$ cat src/rtl/axil_wb_pkg.sv
// Shared types and helpers for the AXI4-Lite to Wishbone classic bridge.
// Optional feature macro: AXIL_WB_TIMEOUT_EN (Wishbone bus-hang timeout).
package axil_wb_pkg;

  // AXI response codes produced by the bridge.
  typedef enum logic [1:0] {
    RESP_OKAY   = 2'b00,
    RESP_SLVERR = 2'b10
  } resp_t;

  // Bridge control states.
  typedef enum logic [2:0] {
    IDLE,
    WB_WR,
    WB_RD,
    B_RESP,
    R_RESP
  } state_t;

  // Legal bounds for the timeout length.
  localparam int unsigned TIMEOUT_MIN = 2;
  localparam int unsigned TIMEOUT_MAX = 65535;

  // Width of a counter able to hold 0..timeout_cycles.
  function automatic int unsigned TIMEOUT_W(input int unsigned timeout_cycles);
    return $clog2(timeout_cycles + 1);
  endfunction

endpackage

$ cat src/rtl/axi_lite_if.sv
// AXI4-Lite bundle with slave and master views.
interface AXI_LITE #(
  parameter int unsigned ADDR_WIDTH = 32,
  parameter int unsigned DATA_WIDTH = 32
);

  logic [ADDR_WIDTH-1:0]   aw_addr;
  logic                    aw_valid;
  logic                    aw_ready;

  logic [DATA_WIDTH-1:0]   w_data;
  logic [DATA_WIDTH/8-1:0] w_strb;
  logic                    w_valid;
  logic                    w_ready;

  logic [1:0]              b_resp;
  logic                    b_valid;
  logic                    b_ready;

  logic [ADDR_WIDTH-1:0]   ar_addr;
  logic                    ar_valid;
  logic                    ar_ready;

  logic [DATA_WIDTH-1:0]   r_data;
  logic [1:0]              r_resp;
  logic                    r_valid;
  logic                    r_ready;

  modport Slave (
    input  aw_addr, aw_valid,
    output aw_ready,
    input  w_data, w_strb, w_valid,
    output w_ready,
    output b_resp, b_valid,
    input  b_ready,
    input  ar_addr, ar_valid,
    output ar_ready,
    output r_data, r_resp, r_valid,
    input  r_ready
  );

  modport Master (
    output aw_addr, aw_valid,
    input  aw_ready,
    output w_data, w_strb, w_valid,
    input  w_ready,
    input  b_resp, b_valid,
    output b_ready,
    output ar_addr, ar_valid,
    input  ar_ready,
    input  r_data, r_resp, r_valid,
    output r_ready
  );

endinterface

$ cat src/rtl/axil_wb_timeout.sv
// Wishbone bus-hang watchdog: counts cycles spent with cyc high and flags
// expiry on the last allowed cycle. Used only when AXIL_WB_TIMEOUT_EN is set.
module axil_wb_timeout
  import axil_wb_pkg::*;
#(
  parameter int unsigned TIMEOUT_CYCLES = 255
) (
  input  logic clk_i,
  input  logic rst_i,
  input  logic cyc,
  output logic expire
);

  localparam int unsigned    CNT_W = TIMEOUT_W(TIMEOUT_CYCLES);
  localparam logic [CNT_W-1:0] LAST = CNT_W'(TIMEOUT_CYCLES - 1);

  logic [CNT_W-1:0] count;

  // Expiry is seen during the final allowed cycle so the bridge drops cyc
  // on the next edge, giving exactly TIMEOUT_CYCLES cycles of cyc high.
  assign expire = cyc & (count == LAST);

  // Count while a Wishbone cycle is open; restart whenever cyc is low.
  always_ff @(posedge clk_i or posedge rst_i) begin
    if (rst_i) begin
      count <= '0;
    end else if (!cyc) begin
      count <= '0;
    end else if (!expire) begin
      count <= count + CNT_W'(1);
    end
  end

endmodule

$ cat src/rtl/axil_wb_bridge.sv
// AXI4-Lite slave to Wishbone classic master bridge.
// Independent one-entry AW/W buffers, fair read/write arbitration, Wishbone
// err mapped to SLVERR. Optional bus-hang timeout enabled by defining
// AXIL_WB_TIMEOUT_EN; without it the bridge waits indefinitely for ack/err.
module axil_wb_bridge
  import axil_wb_pkg::*;
#(
  parameter int unsigned ADDR_WIDTH     = 32,
  parameter int unsigned DATA_WIDTH     = 32,
  parameter int unsigned TIMEOUT_CYCLES = 255
) (
  input  logic                    clk_i,
  input  logic                    rst_i,
  AXI_LITE.Slave                  slave,
  output logic [ADDR_WIDTH-1:0]   wb_adr_o,
  output logic [DATA_WIDTH-1:0]   wb_dat_o,
  output logic [DATA_WIDTH/8-1:0] wb_sel_o,
  output logic                    wb_we_o,
  output logic                    wb_cyc_o,
  output logic                    wb_stb_o,
  input  logic [DATA_WIDTH-1:0]   wb_dat_i,
  input  logic                    wb_ack_i,
  input  logic                    wb_err_i
);

  localparam int unsigned SEL_W = DATA_WIDTH / 8;

  // Elaboration-time legality checks.
  if (DATA_WIDTH != 32 && DATA_WIDTH != 64) begin : g_bad_data_width
    $error("axil_wb_bridge: DATA_WIDTH must be 32 or 64");
  end
  if (TIMEOUT_CYCLES < TIMEOUT_MIN || TIMEOUT_CYCLES > TIMEOUT_MAX) begin : g_bad_timeout
    $error("axil_wb_bridge: TIMEOUT_CYCLES must be within 2..65535");
  end
  if ($bits(slave.aw_addr) != ADDR_WIDTH || $bits(slave.w_data) != DATA_WIDTH) begin : g_bad_if
    $error("axil_wb_bridge: AXI_LITE widths must match ADDR_WIDTH/DATA_WIDTH");
  end

  state_t                  state;
  logic                    last_wr;     // 1: last grant went to the write side

  logic                    aw_full;
  logic [ADDR_WIDTH-1:0]   aw_addr_q;
  logic                    w_full;
  logic [DATA_WIDTH-1:0]   w_data_q;
  logic [SEL_W-1:0]        w_strb_q;

  logic                    b_valid_q;
  resp_t                   b_resp_q;
  logic                    r_valid_q;
  resp_t                   r_resp_q;
  logic [DATA_WIDTH-1:0]   r_data_q;

  logic                    aw_ready;
  logic                    w_ready;
  logic                    aw_fire;
  logic                    w_fire;
  logic                    wr_eligible;
  logic                    grant_wr;
  logic                    grant_rd;
  logic                    buf_clear;
  logic [ADDR_WIDTH-1:0]   wr_addr;
  logic [DATA_WIDTH-1:0]   wr_data;
  logic [SEL_W-1:0]        wr_strb;
  logic                    wb_done;
  logic                    wb_answered;
  resp_t                   done_resp;
  logic                    expire;

`ifdef AXIL_WB_TIMEOUT_EN
  axil_wb_timeout #(
    .TIMEOUT_CYCLES (TIMEOUT_CYCLES)
  ) u_timeout (
    .clk_i  (clk_i),
    .rst_i  (rst_i),
    .cyc    (wb_cyc_o),
    .expire (expire)
  );
`else
  assign expire = 1'b0;
`endif

  // Buffer readiness is held low during reset so nothing is accepted then.
  assign aw_ready = ~aw_full & ~rst_i;
  assign w_ready  = ~w_full & ~rst_i;
  assign aw_fire  = slave.aw_valid & aw_ready;
  assign w_fire   = slave.w_valid & w_ready;

  // A beat arriving in this cycle counts as buffered so a completed pair can
  // be launched on the same edge that captures it.
  assign wr_eligible = (aw_full | aw_fire) & (w_full | w_fire);
  assign wr_addr     = aw_full ? aw_addr_q : slave.aw_addr;
  assign wr_data     = w_full ? w_data_q : slave.w_data;
  assign wr_strb     = w_full ? w_strb_q : slave.w_strb;

  // Write buffers empty once the write response is taken.
  assign buf_clear = (state == B_RESP) & slave.b_ready;

  // Termination of the current Wishbone cycle; ack/err win over timeout.
  assign wb_answered = wb_ack_i | wb_err_i;
  assign wb_done     = wb_answered | expire;
  assign done_resp   = (wb_ack_i & ~wb_err_i) ? RESP_OKAY : RESP_SLVERR;

  // Arbitration in IDLE: on a tie, grant the side not served last time.
  // NOTE: every output of an always_comb gets a default first so no path can
  // leave it unassigned and infer a latch.
  always_comb begin
    grant_wr = 1'b0;
    grant_rd = 1'b0;
    if (state == IDLE && !rst_i) begin
      if (wr_eligible && (!slave.ar_valid || !last_wr)) begin
        grant_wr = 1'b1;
      end else if (slave.ar_valid) begin
        grant_rd = 1'b1;
      end
    end
  end

  assign slave.aw_ready = aw_ready;
  assign slave.w_ready  = w_ready;
  assign slave.ar_ready = grant_rd;
  assign slave.b_valid  = b_valid_q;
  assign slave.b_resp   = b_resp_q;
  assign slave.r_valid  = r_valid_q;
  assign slave.r_resp   = r_resp_q;
  assign slave.r_data   = r_data_q;

  // Occupancy flags of the AW and W buffers.
  // NOTE: state registers use non-blocking assignments so every flop samples
  // the pre-edge values regardless of statement order.
  always_ff @(posedge clk_i or posedge rst_i) begin
    if (rst_i) begin
      aw_full <= 1'b0;
      w_full  <= 1'b0;
    end else begin
      if (aw_fire) begin
        aw_full <= 1'b1;
      end else if (buf_clear) begin
        aw_full <= 1'b0;
      end
      if (w_fire) begin
        w_full <= 1'b1;
      end else if (buf_clear) begin
        w_full <= 1'b0;
      end
    end
  end

  // Buffer payloads, loaded on each accepted beat.
  // NOTE: payload registers carry no reset; the full flags qualify them, so
  // their power-up contents are never observed.
  always_ff @(posedge clk_i) begin
    if (aw_fire) begin
      aw_addr_q <= slave.aw_addr;
    end
    if (w_fire) begin
      w_data_q <= slave.w_data;
      w_strb_q <= slave.w_strb;
    end
  end

  // Main control FSM with registered Wishbone and AXI response outputs.
  always_ff @(posedge clk_i or posedge rst_i) begin
    if (rst_i) begin
      state     <= IDLE;
      last_wr   <= 1'b1;
      wb_cyc_o  <= 1'b0;
      wb_stb_o  <= 1'b0;
      wb_we_o   <= 1'b0;
      wb_adr_o  <= '0;
      wb_dat_o  <= '0;
      wb_sel_o  <= '0;
      b_valid_q <= 1'b0;
      b_resp_q  <= RESP_OKAY;
      r_valid_q <= 1'b0;
      r_resp_q  <= RESP_OKAY;
      r_data_q  <= '0;
    end else begin
      case (state)
        IDLE: begin
          if (grant_wr) begin
            state    <= WB_WR;
            last_wr  <= 1'b1;
            wb_cyc_o <= 1'b1;
            wb_stb_o <= 1'b1;
            wb_we_o  <= 1'b1;
            wb_adr_o <= wr_addr;
            wb_dat_o <= wr_data;
            wb_sel_o <= wr_strb;
          end else if (grant_rd) begin
            state    <= WB_RD;
            last_wr  <= 1'b0;
            wb_cyc_o <= 1'b1;
            wb_stb_o <= 1'b1;
            wb_we_o  <= 1'b0;
            wb_adr_o <= slave.ar_addr;
            wb_sel_o <= '1;
          end
        end

        WB_WR: begin
          if (wb_done) begin
            state     <= B_RESP;
            wb_cyc_o  <= 1'b0;
            wb_stb_o  <= 1'b0;
            wb_we_o   <= 1'b0;
            b_valid_q <= 1'b1;
            b_resp_q  <= done_resp;
          end
        end

        WB_RD: begin
          if (wb_done) begin
            state     <= R_RESP;
            wb_cyc_o  <= 1'b0;
            wb_stb_o  <= 1'b0;
            r_valid_q <= 1'b1;
            r_resp_q  <= done_resp;
            r_data_q  <= wb_answered ? wb_dat_i : '0;
          end
        end

        B_RESP: begin
          if (slave.b_ready) begin
            state     <= IDLE;
            b_valid_q <= 1'b0;
          end
        end

        R_RESP: begin
          if (slave.r_ready) begin
            state     <= IDLE;
            r_valid_q <= 1'b0;
          end
        end

        default: begin
          state <= IDLE;
        end
      endcase
    end
  end

endmodule

$ cat src/flat_wrapper.sv
// flat-port wrapper written by rule: the top's interface ports become plain ports
module axil_wb_bridge_flat import axil_wb_pkg::*;
#(
  parameter int unsigned ADDR_WIDTH     = 32,
  parameter int unsigned DATA_WIDTH     = 32,
  parameter int unsigned TIMEOUT_CYCLES = 255
)
  (clk_i, rst_i, wb_adr_o, wb_dat_o, wb_sel_o, wb_we_o, wb_cyc_o, wb_stb_o, wb_dat_i, wb_ack_i, wb_err_i, slave_aw_addr, slave_aw_valid, slave_aw_ready, slave_w_data, slave_w_strb, slave_w_valid, slave_w_ready, slave_b_resp, slave_b_valid, slave_b_ready, slave_ar_addr, slave_ar_valid, slave_ar_ready, slave_r_data, slave_r_resp, slave_r_valid, slave_r_ready);
  AXI_LITE #(.ADDR_WIDTH(ADDR_WIDTH), .DATA_WIDTH(DATA_WIDTH)) slave_i ();
  input  logic clk_i;
  input  logic rst_i;
  output logic [ADDR_WIDTH-1:0] wb_adr_o;
  output logic [DATA_WIDTH-1:0] wb_dat_o;
  output logic [DATA_WIDTH/8-1:0] wb_sel_o;
  output logic wb_we_o;
  output logic wb_cyc_o;
  output logic wb_stb_o;
  input  logic [DATA_WIDTH-1:0] wb_dat_i;
  input  logic wb_ack_i;
  input  logic wb_err_i;
  input wire logic [$bits(slave_i.aw_addr)-1:0] slave_aw_addr;
  input wire logic [$bits(slave_i.aw_valid)-1:0] slave_aw_valid;
  output wire logic [$bits(slave_i.aw_ready)-1:0] slave_aw_ready;
  input wire logic [$bits(slave_i.w_data)-1:0] slave_w_data;
  input wire logic [$bits(slave_i.w_strb)-1:0] slave_w_strb;
  input wire logic [$bits(slave_i.w_valid)-1:0] slave_w_valid;
  output wire logic [$bits(slave_i.w_ready)-1:0] slave_w_ready;
  output wire logic [$bits(slave_i.b_resp)-1:0] slave_b_resp;
  output wire logic [$bits(slave_i.b_valid)-1:0] slave_b_valid;
  input wire logic [$bits(slave_i.b_ready)-1:0] slave_b_ready;
  input wire logic [$bits(slave_i.ar_addr)-1:0] slave_ar_addr;
  input wire logic [$bits(slave_i.ar_valid)-1:0] slave_ar_valid;
  output wire logic [$bits(slave_i.ar_ready)-1:0] slave_ar_ready;
  output wire logic [$bits(slave_i.r_data)-1:0] slave_r_data;
  output wire logic [$bits(slave_i.r_resp)-1:0] slave_r_resp;
  output wire logic [$bits(slave_i.r_valid)-1:0] slave_r_valid;
  input wire logic [$bits(slave_i.r_ready)-1:0] slave_r_ready;
  assign slave_i.aw_addr = slave_aw_addr;
  assign slave_i.aw_valid = slave_aw_valid;
  assign slave_aw_ready = slave_i.aw_ready;
  assign slave_i.w_data = slave_w_data;
  assign slave_i.w_strb = slave_w_strb;
  assign slave_i.w_valid = slave_w_valid;
  assign slave_w_ready = slave_i.w_ready;
  assign slave_b_resp = slave_i.b_resp;
  assign slave_b_valid = slave_i.b_valid;
  assign slave_i.b_ready = slave_b_ready;
  assign slave_i.ar_addr = slave_ar_addr;
  assign slave_i.ar_valid = slave_ar_valid;
  assign slave_ar_ready = slave_i.ar_ready;
  assign slave_r_data = slave_i.r_data;
  assign slave_r_resp = slave_i.r_resp;
  assign slave_r_valid = slave_i.r_valid;
  assign slave_i.r_ready = slave_r_ready;
  axil_wb_bridge #(.ADDR_WIDTH(ADDR_WIDTH), .DATA_WIDTH(DATA_WIDTH), .TIMEOUT_CYCLES(TIMEOUT_CYCLES)) u_core (.clk_i(clk_i), .rst_i(rst_i), .slave(slave_i), .wb_adr_o(wb_adr_o), .wb_dat_o(wb_dat_o), .wb_sel_o(wb_sel_o), .wb_we_o(wb_we_o), .wb_cyc_o(wb_cyc_o), .wb_stb_o(wb_stb_o), .wb_dat_i(wb_dat_i), .wb_ack_i(wb_ack_i), .wb_err_i(wb_err_i));
endmodule
$ cat config.mk
export PLATFORM = sky130hd
export DESIGN_NAME = axil_wb_bridge_flat
export DESIGN_NICKNAME = d
export VERILOG_FILES = /design/src/rtl/axil_wb_pkg.sv /design/src/rtl/axi_lite_if.sv /design/src/rtl/axil_wb_timeout.sv /design/src/rtl/axil_wb_bridge.sv /design/src/flat_wrapper.sv
export SDC_FILE = /design/constraint.sdc
export NUM_CORES = 1
export LEC_CHECK = 0
export ABC_AREA = 1
export CAP_MARGIN = 10
export CELL_PAD_IN_SITES_DETAIL_PLACEMENT = 2
export CELL_PAD_IN_SITES_GLOBAL_PLACEMENT = 2
export CORE_ASPECT_RATIO = 1.25
export CORE_MARGIN = 4
export CORE_UTILIZATION = 29
export CTS_CLUSTER_SIZE = 24
export DETAILED_ROUTE_END_ITERATION = 16
export GPL_TIMING_DRIVEN = 0
export PLACE_DENSITY = 0.84
export SETUP_SLACK_MARGIN = 0.05
export SLEW_MARGIN = 20
export SYNTH_ARGS = -nofsm -noshare
export SYNTH_HDL_FRONTEND = slang
export SYNTH_SLANG_ARGS = --single-unit
export TNS_END_PERCENT = 1
$ cat constraint.sdc
create_clock -name clk_i -period 8.98 [get_ports clk_i]
set_clock_uncertainty 0.2 [all_clocks]
set_input_delay 1.796 -clock clk_i [delete_from_list [all_inputs] [get_ports clk_i]]
set_output_delay 1.796 -clock clk_i [all_outputs]
set_load 0.02 [all_outputs]
; Word level (Yosys, flattened, before mapping)
; Cells that the tools add are included.
[op_classes]
eq_ne = 10
mux = 35
bitwise_logic = 14
n_reduce_logical = 24
[ops]
columns = op, count
row1 = $mux 32, 4
row2 = $mux 3, 6
row3 = $mux 1, 16
row4 = $pmux 3 s5, 1
row5 = $reduce_bool 2->1, 7
row6 = $mux 4, 3
row7 = $reduce_and 3->1, 4
row8 = $pmux 1 s2, 4
row9 = $reduce_and 2->1, 4
row10 = $and 1x1->1, 7
row11 = $eq 3x2->1 const B, 2
row12 = $ne 2x1->1 const B, 3
row13 = $reduce_and 5->1, 1
row14 = $ne 2x2->1 const B, 2
row15 = $not 1->1, 4
row16 = $eq 3x1->1 const B, 1
row17 = $eq 3x3->1 const B, 1
row18 = $logic_not 1->1, 3
row19 = $logic_not 3->1, 1
row20 = $ne 3x2->1 const B, 1
row21 = $or 1x1->1, 3
row22 = $logic_and 1x1->1, 2
row23 = $mux 2, 1
row24 = $reduce_or 2->1, 1
row25 = $logic_or 1x1->1, 1
[word_totals]
register_bits = 182
in_bits = 141
output_inout_bits = 112
word_cells = 100

; Longest topological paths before layout
; Gate-level depths: netlist of run 1.
[depth]
word_depth = 11
mapped_depth = 11

; Worst setup path after synthesis of run 1
; OpenSTA, ideal clock, no wires.
[synth_path]
path_type = input to output
startpoint = in rst_i
endpoint = out slave_ar_ready
t_arrival_ns = 3.718
path_slack_ns = 3.266
stages = 6
n_path_buf = 0
cell_sequence = inv_2 > a21oi_1 > nor2_1 > nand2_1 > nand2_1 > inv_2
[synth_between]
elab_chain_len = 8
word_cells_on_any_way = 13
classes_between = mux (2) / bitwise (8) / reduce/logical (3)
[synth_lines]
columns = element, line_no
row1 = from (decl), flat_wrapper.sv:11  ; input logic rst_i;
row2 = $not 1->1, "axil_wb_bridge.sv:84, axil_wb_bridge.sv:85"
row3 = $and 1x1->1 (on tied branches), "axil_wb_bridge.sv:84, axil_wb_bridge.sv:85"
row4 = $and 1x1->1 (on tied branches), "axil_wb_bridge.sv:86, axil_wb_bridge.sv:87"
row5 = $or 1x1->1, axil_wb_bridge.sv:91  ; assign wr_eligible = (aw_full | aw_fire) & (w_full | w_fire);
row6 = $and 1x1->1, axil_wb_bridge.sv:91
row7 = $logic_and 1x1->1, axil_wb_bridge.sv:111  ; if (wr_eligible && (!slave.ar_valid || !last_wr)) begin
row8 = $mux 1, axil_wb_bridge.sv:111
row9 = $mux 1 *, axil_wb_bridge.sv:110  ; if (state == IDLE && !rst_i) begin
row10 = to (decl), flat_wrapper.sv:33  ; output wire logic [$bits(slave_i.ar_ready)-1:0] slave_ar_ready;
; Every way passes the cells marked *; elsewhere a longest branch is shown, timed or not.

; Worst setup path after layout of run 1
; Same ends and word-level chain as after synthesis.

==> impl_metrics.env, run 1 <==
export IMPL_h_tree_depth=4
export IMPL_core_um2=24740
export IMPL_final_nets=1164
export IMPL_power_internal_mw=2.203
export IMPL_synth_compound_area_share_pct=7.036
export IMPL_drt_total_wl_mm=25.87
export IMPL_final_common_cell="nand2_1"
export IMPL_fp_row_count=64
export IMPL_critPathRequiredTime_ns=6.98
export IMPL_cts_resized_gates=0
export IMPL_die_area_um2=28020
export IMPL_cap_violations=0
export IMPL_layout_drive_gt1_share_pct=8.205
export IMPL_grt_overflow_total=0
export IMPL_grt_setup_unrepaired="no"
export IMPL_syn_area_per_cell_um2=9.803
export IMPL_dp_hpwl_mm=19.57
export IMPL_clk_latency_ns=0.43
export IMPL_synth_seq_cells=180
export IMPL_wl_met3_mm=1.843
export IMPL_drc=0
export IMPL_cts_sinks=180
export IMPL_ys_types=27
export IMPL_avgRoutedWirePerCell_um=18.91
export IMPL_maxSlewViolCount=0
export IMPL_synthSimpleGateAreaFrac_pct=22.42
export IMPL_clock_root_buffer="clkbuf_16"
export IMPL_place_gp_congestion=0.7328
export IMPL_drt_pass1_iter_count=4
export IMPL_fin_util_pct=43.97
export IMPL_cts_path_max_buffers=2
export IMPL_grt_pass1_vias=7241
export IMPL_synthToLayoutAreaGrowth_pct=47.79
export IMPL_synth_adder_area_share_pct=0
export IMPL_antenna_found_initial=2
export IMPL_tightest_slew_ns=0.7878
export IMPL_port_buffers=250
export IMPL_crit_type="in -> out"
export IMPL_cts_tree="yes"
export IMPL_die_height_um=186.1
export IMPL_setup_viol=0
export IMPL_synth_xor_area_share_pct=0
export IMPL_synthMuxAreaShare_pct=0
export IMPL_pwr_share_clk_pct=18.8
export IMPL_vias=6310
export IMPL_die_w_um=150.5
export IMPL_cp_data_arrival_time_ns=4.12
export IMPL_start_kind="primary input"
export IMPL_tns_ns=0
export IMPL_syn_inst=751
export IMPL_power_density_nw_per_um2=339.4
export IMPL_top_layer="met5"
export IMPL_drt_iter0_drc=113
export IMPL_end_kind="output port"
export IMPL_synth_top_family_by_area="simple AND/OR/NAND/NOR gates"
export IMPL_viasPerCell=4.613
export IMPL_period_minus_slack_ns=6.118
export IMPL_yosysWarningCount=0
export IMPL_switching_share_pct=40.35
export IMPL_outcome="complete, no violations"
export IMPL_drt_met1_wl_mm=10.03
export IMPL_grt_pass1_wl_mm=40.34
export IMPL_post_cts_buffers=0
export IMPL_fin_crit_sh_pct=68.13
export IMPL_dr_wl_met2_mm=13.39
export IMPL_switchingPower_mw=1.490
export IMPL_grt_max_degree=89
export IMPL_boundaryPins=253
export IMPL_clk_pin_slew_worst_paths_ns=0.07
export IMPL_p_comb_share_pct=46.5
export IMPL_hold_class="reg -> reg"
export IMPL_fmax_mhz=163.4
export IMPL_ant_nets=0
export IMPL_hold_viol_final=0
export IMPL_initial_core_util_pct=29.75
export IMPL_yosysSeqAreaShare_pct=65.82
export IMPL_ir_drop_mv=0.1426
export IMPL_crit_fanout=26
export IMPL_grt_usage_pct=18.75
export IMPL_synthesis_area_um2=7362
export IMPL_nFillCells=2681
export IMPL_timing_slew_headroom_pct=47.00
export IMPL_layout_common_cells="nand2_1 (262), clkdlybuf4s50_1 (250), dfrtp_1 (111)"
export IMPL_p_leak_nw=4.520
export IMPL_cts_buffers=17
export IMPL_seqPwrFrac_pct=34.7
export IMPL_cts_hold_buf=0
critical path: stages:
cell and delay, ns:
clkdlybuf4s50_1 0.74, inv_8 0.18, a21oi_1 0.20, nor2_1 0.08, nand2_1 0.06, nand2_1 0.18
inv_2 0.23, clkdlybuf4s50_1 0.66
sequential cells by signal, summed over array words and instances, names as in the netlist, 3 cells and up:
name and flops:
u_core.aw_addr_q 32, u_core.slave.r_data 32, u_core.w_data_q 32, u_core.wb_adr_o 32, u_core.wb_dat_o 32, u_core.w_strb_q 4
u_core.wb_sel_o 4, u_core.state 3
routing by layer:
metal | vias to the layer above | global-route usage (%)
met4 | 4 | 6.042
met2 | 174 | 33.17
li1 | 2990 | -
met1 | 3111 | 21.07
met3 | 31 | 6.714
met5 | - | 0
synth_stat cells:
cell	instances	area share, %
a21oi_1	10	0.68
a31oi_1	22	1.9
a31oi_2	10	1.7
buf_2	12	0.82
buf_4	5	0.51
buf_6	4	0.61
buf_8	1	0.20
clkbuf_1	16	0.82
clkbuf_2	2	0.14
conb_1	1	0.051
dfrtp_1	111	38
dfstp_2	1	0.36
edfxtp_1	68	28
inv_1	23	1.2
inv_2	8	0.41
nand2_1	262	13
nand2_2	3	0.25
nand3_1	37	2.5
nand3_2	1	0.14
nand4_1	2	0.17
nor2_1	105	5.4
nor2_2	3	0.25
nor2_4	1	0.15
nor3_2	1	0.14
nor4_1	1	0.085
o21ai_0	40	2.7
o21ai_1	1	0.068
power groups by stage:
| stage | Clock (mW) | Combinational [mW] | Sequential (mW) |
|---|---|---|---|
| finish | 0.693 | 1.72 | 1.28 |
| floorplan | 0 | 0.633 | 1.55 |
| global route | 0.754 | 1.90 | 1.32 |
| global placement | 0 | 1.69 | 1.28 |
| CTS | 0.719 | 1.77 | 1.29 |
| detailed placement | 0 | 1.76 | 1.30 |
final timing paths:
check                                      startpoint                                  end  slack [ns]  depth (start not counted)
max reg2reg                 u_core.w_full$_DFFE_PP0P_         u_core.w_strb_q[1]$_DFFE_PP_        6.85                          5
min reg2reg                u_core.last_wr$_DFFE_PP1P_           u_core.last_wr$_DFFE_PP1P_        0.27                          2
max in group asynchronous                       rst_i  u_core.slave.r_data[29]$_DFFE_PP0P_        6.12                          3
max                                             rst_i                       slave_ar_ready        2.86                          8
min                        u_core.last_wr$_DFFE_PP1P_           u_core.last_wr$_DFFE_PP1P_        0.27                          2
min in group asynchronous                       rst_i            u_core.w_full$_DFFE_PP0P_        1.73                          2
through the flow:
step / setup slack [ns] / hold slack, ns / instances / area [um2] / power, mW
CTS: 2.768 / 0.2745 / 1366 / 10880 / 3.775
global placement: 0.8090 / 0.2538 / 1332 / 10280 / 2.978
global route: 2.666 / 0.2908 / 1366 / 10880 / 3.972
finish: 2.862 / 0.2690 / 1368 / 10880 / 3.693
detailed placement: 2.779 / 0.2619 / 1334 / 10340 / 3.059
floorplan: 3.266 / 0.2475 / 752 / 7366 / 2.186
area by class of cell:
cell class              instances  area [um2]  area share [%]
diodes                          2       5.005         0.04600
plain buffers                  40       227.7           2.093
clock buffers                  21       450.4           4.140
clock inverters                11       81.33          0.7475
inverters                      31       123.9           1.138
multi-input cells             501        2176           20.00
flip-flops and latches        180        4846           44.54
well taps                     330       412.9           3.795
repair buffers                252        2557           23.51
kinds of logic (layout without fill, tap and decap cells):
| logic type | count (synthesis) | after routing |
|---|---|---|
| AO/OA/AOI/OAI | 83 | 83 |
| buffers and inverters | 71 | 355 |
| flip-flops | 180 | 180 |
| other | 1 | 4 |
| AND/OR/NAND/NOR | 416 | 416 |
No activity file was read; power rests on OpenSTA's default activity.
==> run 2: changes to the inputs <==
--- a/config.mk
+++ b/config.mk
@@ -11,11 +11,11 @@
 export CELL_PAD_IN_SITES_GLOBAL_PLACEMENT = 2
 export CORE_ASPECT_RATIO = 1.25
 export CORE_MARGIN = 4
-export CORE_UTILIZATION = 29
+export CORE_UTILIZATION = 24
 export CTS_CLUSTER_SIZE = 24
 export DETAILED_ROUTE_END_ITERATION = 16
 export GPL_TIMING_DRIVEN = 0
-export PLACE_DENSITY = 0.84
+export PLACE_DENSITY = 0.74
 export SETUP_SLACK_MARGIN = 0.05
 export SLEW_MARGIN = 20
 export SYNTH_ARGS = -nofsm -noshare
==> constraint.sdc (replaced) <==
create_clock -name clk_i -period 5.2 [get_ports clk_i]
set_clock_uncertainty 0.2 [all_clocks]
set_input_delay 1.04 -clock clk_i [delete_from_list [all_inputs] [get_ports clk_i]]
set_output_delay 1.04 -clock clk_i [all_outputs]
set_load 0.02 [all_outputs]
==> impl_metrics.env, run 2 (same netlist as run 1, synthesis figures left out) <==
export IMPL_die_area_um2=33560
export IMPL_post_cts_buffers=0
export IMPL_maxSlewViolCount=0
export IMPL_multi_input_area_um2=2176
export IMPL_path_delay_family="buffers and inverters"
export IMPL_layout_common_cells="nand2_1 (262), clkdlybuf4s50_1 (250), dfrtp_1 (111)"
export IMPL_start_kind="primary input"
export IMPL_crit_chain="clkdlybuf4s50_1, bufinv_16, buf_16, a21oi_1, nor2_1, nand2_1, nand2_1, inv_2, clkdlybuf4s50_1"
export IMPL_startpoint="rst_i"
export IMPL_setup_viol=0
export IMPL_cp_num_buf_inv=5
export IMPL_clock_root_buffer="clkbuf_16"
export IMPL_timing_hold_ws_ns=0.2737
export IMPL_nFillCells=3318
export IMPL_grt_overflow_total=0
export IMPL_final_nets=1165
export IMPL_period_minus_slack_ns=4.873
export IMPL_drt_total_wl_mm=26.60
export IMPL_r2r_start="u_core.w_full$_DFFE_PP0P_"
export IMPL_use_met2_pct=28.96
export IMPL_grt_max_degree=66
export IMPL_h_tree_depth=4
export IMPL_cap_violations=0
export IMPL_synthToLayoutAreaGrowth_pct=49.66
export IMPL_antennaDiodeCount=0
export IMPL_initial_core_util_pct=24.37
export IMPL_seqPwrFrac_pct=34.3
export IMPL_fp_row_count=71
export IMPL_cp_data_arrival_time_ns=3.63
export IMPL_ir_drop_mv=0.2151
export IMPL_tightest_slew_ns=0.9124
export IMPL_grt_busiest_layer="met2"
export IMPL_grt_pass1_wl_mm=40.89
export IMPL_met1_usage_pct=17.80
export IMPL_clk_pin_slew_worst_paths_ns=0.06
export IMPL_end_kind="output port"
export IMPL_final_common_cell="nand2_1"
export IMPL_ant_nets=0
export IMPL_grt_usage_pct=15.89
export IMPL_die_w_um=164.7
export IMPL_place_ws_ns=0.02061
export IMPL_outcome="complete, no violations"
export IMPL_critPathMaxStageDelay_ns=0.59
export IMPL_hold_class="reg -> reg"
export IMPL_cts_buffers=17
export IMPL_boundaryPins=253
export IMPL_antenna_found_initial=3
export IMPL_vias=6302
export IMPL_port_buffers=250
export IMPL_cp_slowest_cell="clkdlybuf4s50_1"
export IMPL_switchingPower_mw=2.586
export IMPL_power_internal_mw=3.842
export IMPL_avgRoutedWirePerCell_um=18.50
export IMPL_crit_type="in -> out"
export IMPL_cp_depth=9
export IMPL_worst_slack_ns=0.3266
export IMPL_grt_use_met3_pct=5.124
export IMPL_die_height_um=203.8
export IMPL_min_from="u_core.slave.r_data[23]$_DFFE_PP0P_"
export IMPL_crit_fanout=50
export IMPL_power_density_nw_per_um2=583.4
export IMPL_drc=0
export IMPL_layout_drive_gt1_share_pct=8.100
export IMPL_cts_sinks=180
export IMPL_pwr_share_clk_pct=19.4
export IMPL_worst_r2r_cell_count=5
export IMPL_timing_slew_headroom_pct=38.61
export IMPL_cts_tree="yes"
export IMPL_drt_iter0_drc=223
export IMPL_fin_crit_sh_pct=93.72
export IMPL_p_comb_share_pct=46.3
export IMPL_core_um2=30200
export IMPL_viasPerCell=4.382
export IMPL_grt_setup_unrepaired="no"
export IMPL_drt_pass1_iter_count=4
export IMPL_switching_share_pct=40.23
export IMPL_dp_hpwl_mm=19.44
export IMPL_cts_path_max_buffers=2
export IMPL_clk_latency_ns=0.43
export IMPL_cts_hold_buf=0
export IMPL_critPathRequiredTime_ns=3.96
export IMPL_hold_depth=2
export IMPL_seq_area_um2=4846
export IMPL_p_leak_nw=4.543
export IMPL_hold_viol_final=0
export IMPL_fmax_mhz=205.2
export IMPL_grt_pass1_vias=7076
export IMPL_place_gp_congestion=0.7283
run 2: changes by cell type in the layout (fill, tap and decap cells not counted), moves of 2 or more:
cell / before / now
clkinv_4: 4 / 1
bufinv_16: 0 / 2
clkinv_1: 0 / 2
diode_2: 2 / 0
inv_6: 1 / 3
run 2: per-stage QoR:
| stage | TNS [ns] | instance area [um2] | total power, mW | util [%] | cells |
|---|---|---|---|---|---|
| floorplan | 0 | 7366 | 3.776 | - | 752 |
| global placement | -19.47 | 10370 | 5.179 | 34.33 | 1403 |
| detailed placement | 0 | 10430 | 5.293 | 34.54 | 1405 |
| CTS | 0 | 10990 | 6.593 | 36.40 | 1437 |
| global route | 0 | 11020 | 6.918 | 36.48 | 1438 |
| finish | 0 | 11020 | 6.428 | 36.48 | 1438 |
run 2: final timing paths:
kind / end / slack [ns]
worst min register to register: u_core.slave.r_data[23]$_DFFE_PP0P_ / 0.27
worst min-delay path: u_core.slave.r_data[23]$_DFFE_PP0P_ / 0.27
min in group asynchronous: u_core.slave.b_valid$_DFFE_PP0P_ / 0.98
max in group asynchronous: u_core.last_wr$_DFFE_PP1P_ / 3.29
worst max-delay path: slave_ar_ready / 0.33
worst max register to register: u_core.w_data_q[9]$_DFFE_PP_ / 3.05
run 2: final cells by class:
type | instances | area share, %
clock buffer | 20 | 3.963
buffer | 40 | 2.067
multi-input combinational | 501 | 19.75
clock inverter | 12 | 0.9539
tap | 401 | 4.554
sequential | 180 | 43.98
inverter | 31 | 1.295
timing repair buffer | 253 | 23.44
run 2: per-layer routing:
metal  vias up  part of all wire, %  wire (um)
met1      3125                   39      10420
met2       163                   53      13970
met5         -                 0.13         34
li1       2985                    -          -
met3        23                  7.0       1875
met4         6                  1.1        300
run 2: timing repair:
action,in CTS,in global routing
pin swaps,0,0
cloned,0,1
resized for setup,1,0
endpoints found under the hold margin,0,0
setup endpoints to repair,1,1
run 2: worst min-delay path, cell delays in order, from the launching register on:
cell,delay [ns]
dfrtp_1,0.34
nand2_1,0.06
nand2_1,0.05
run 2: power groups by stage:
stage	clock (mW)	sequential (mW)	combinational, mW
finish	1.25	2.20	2.98
detailed placement	0	2.24	3.06
CTS	1.31	2.21	3.07
floorplan	0	2.68	1.09
global route	1.36	2.27	3.29
global placement	0	2.22	2.96
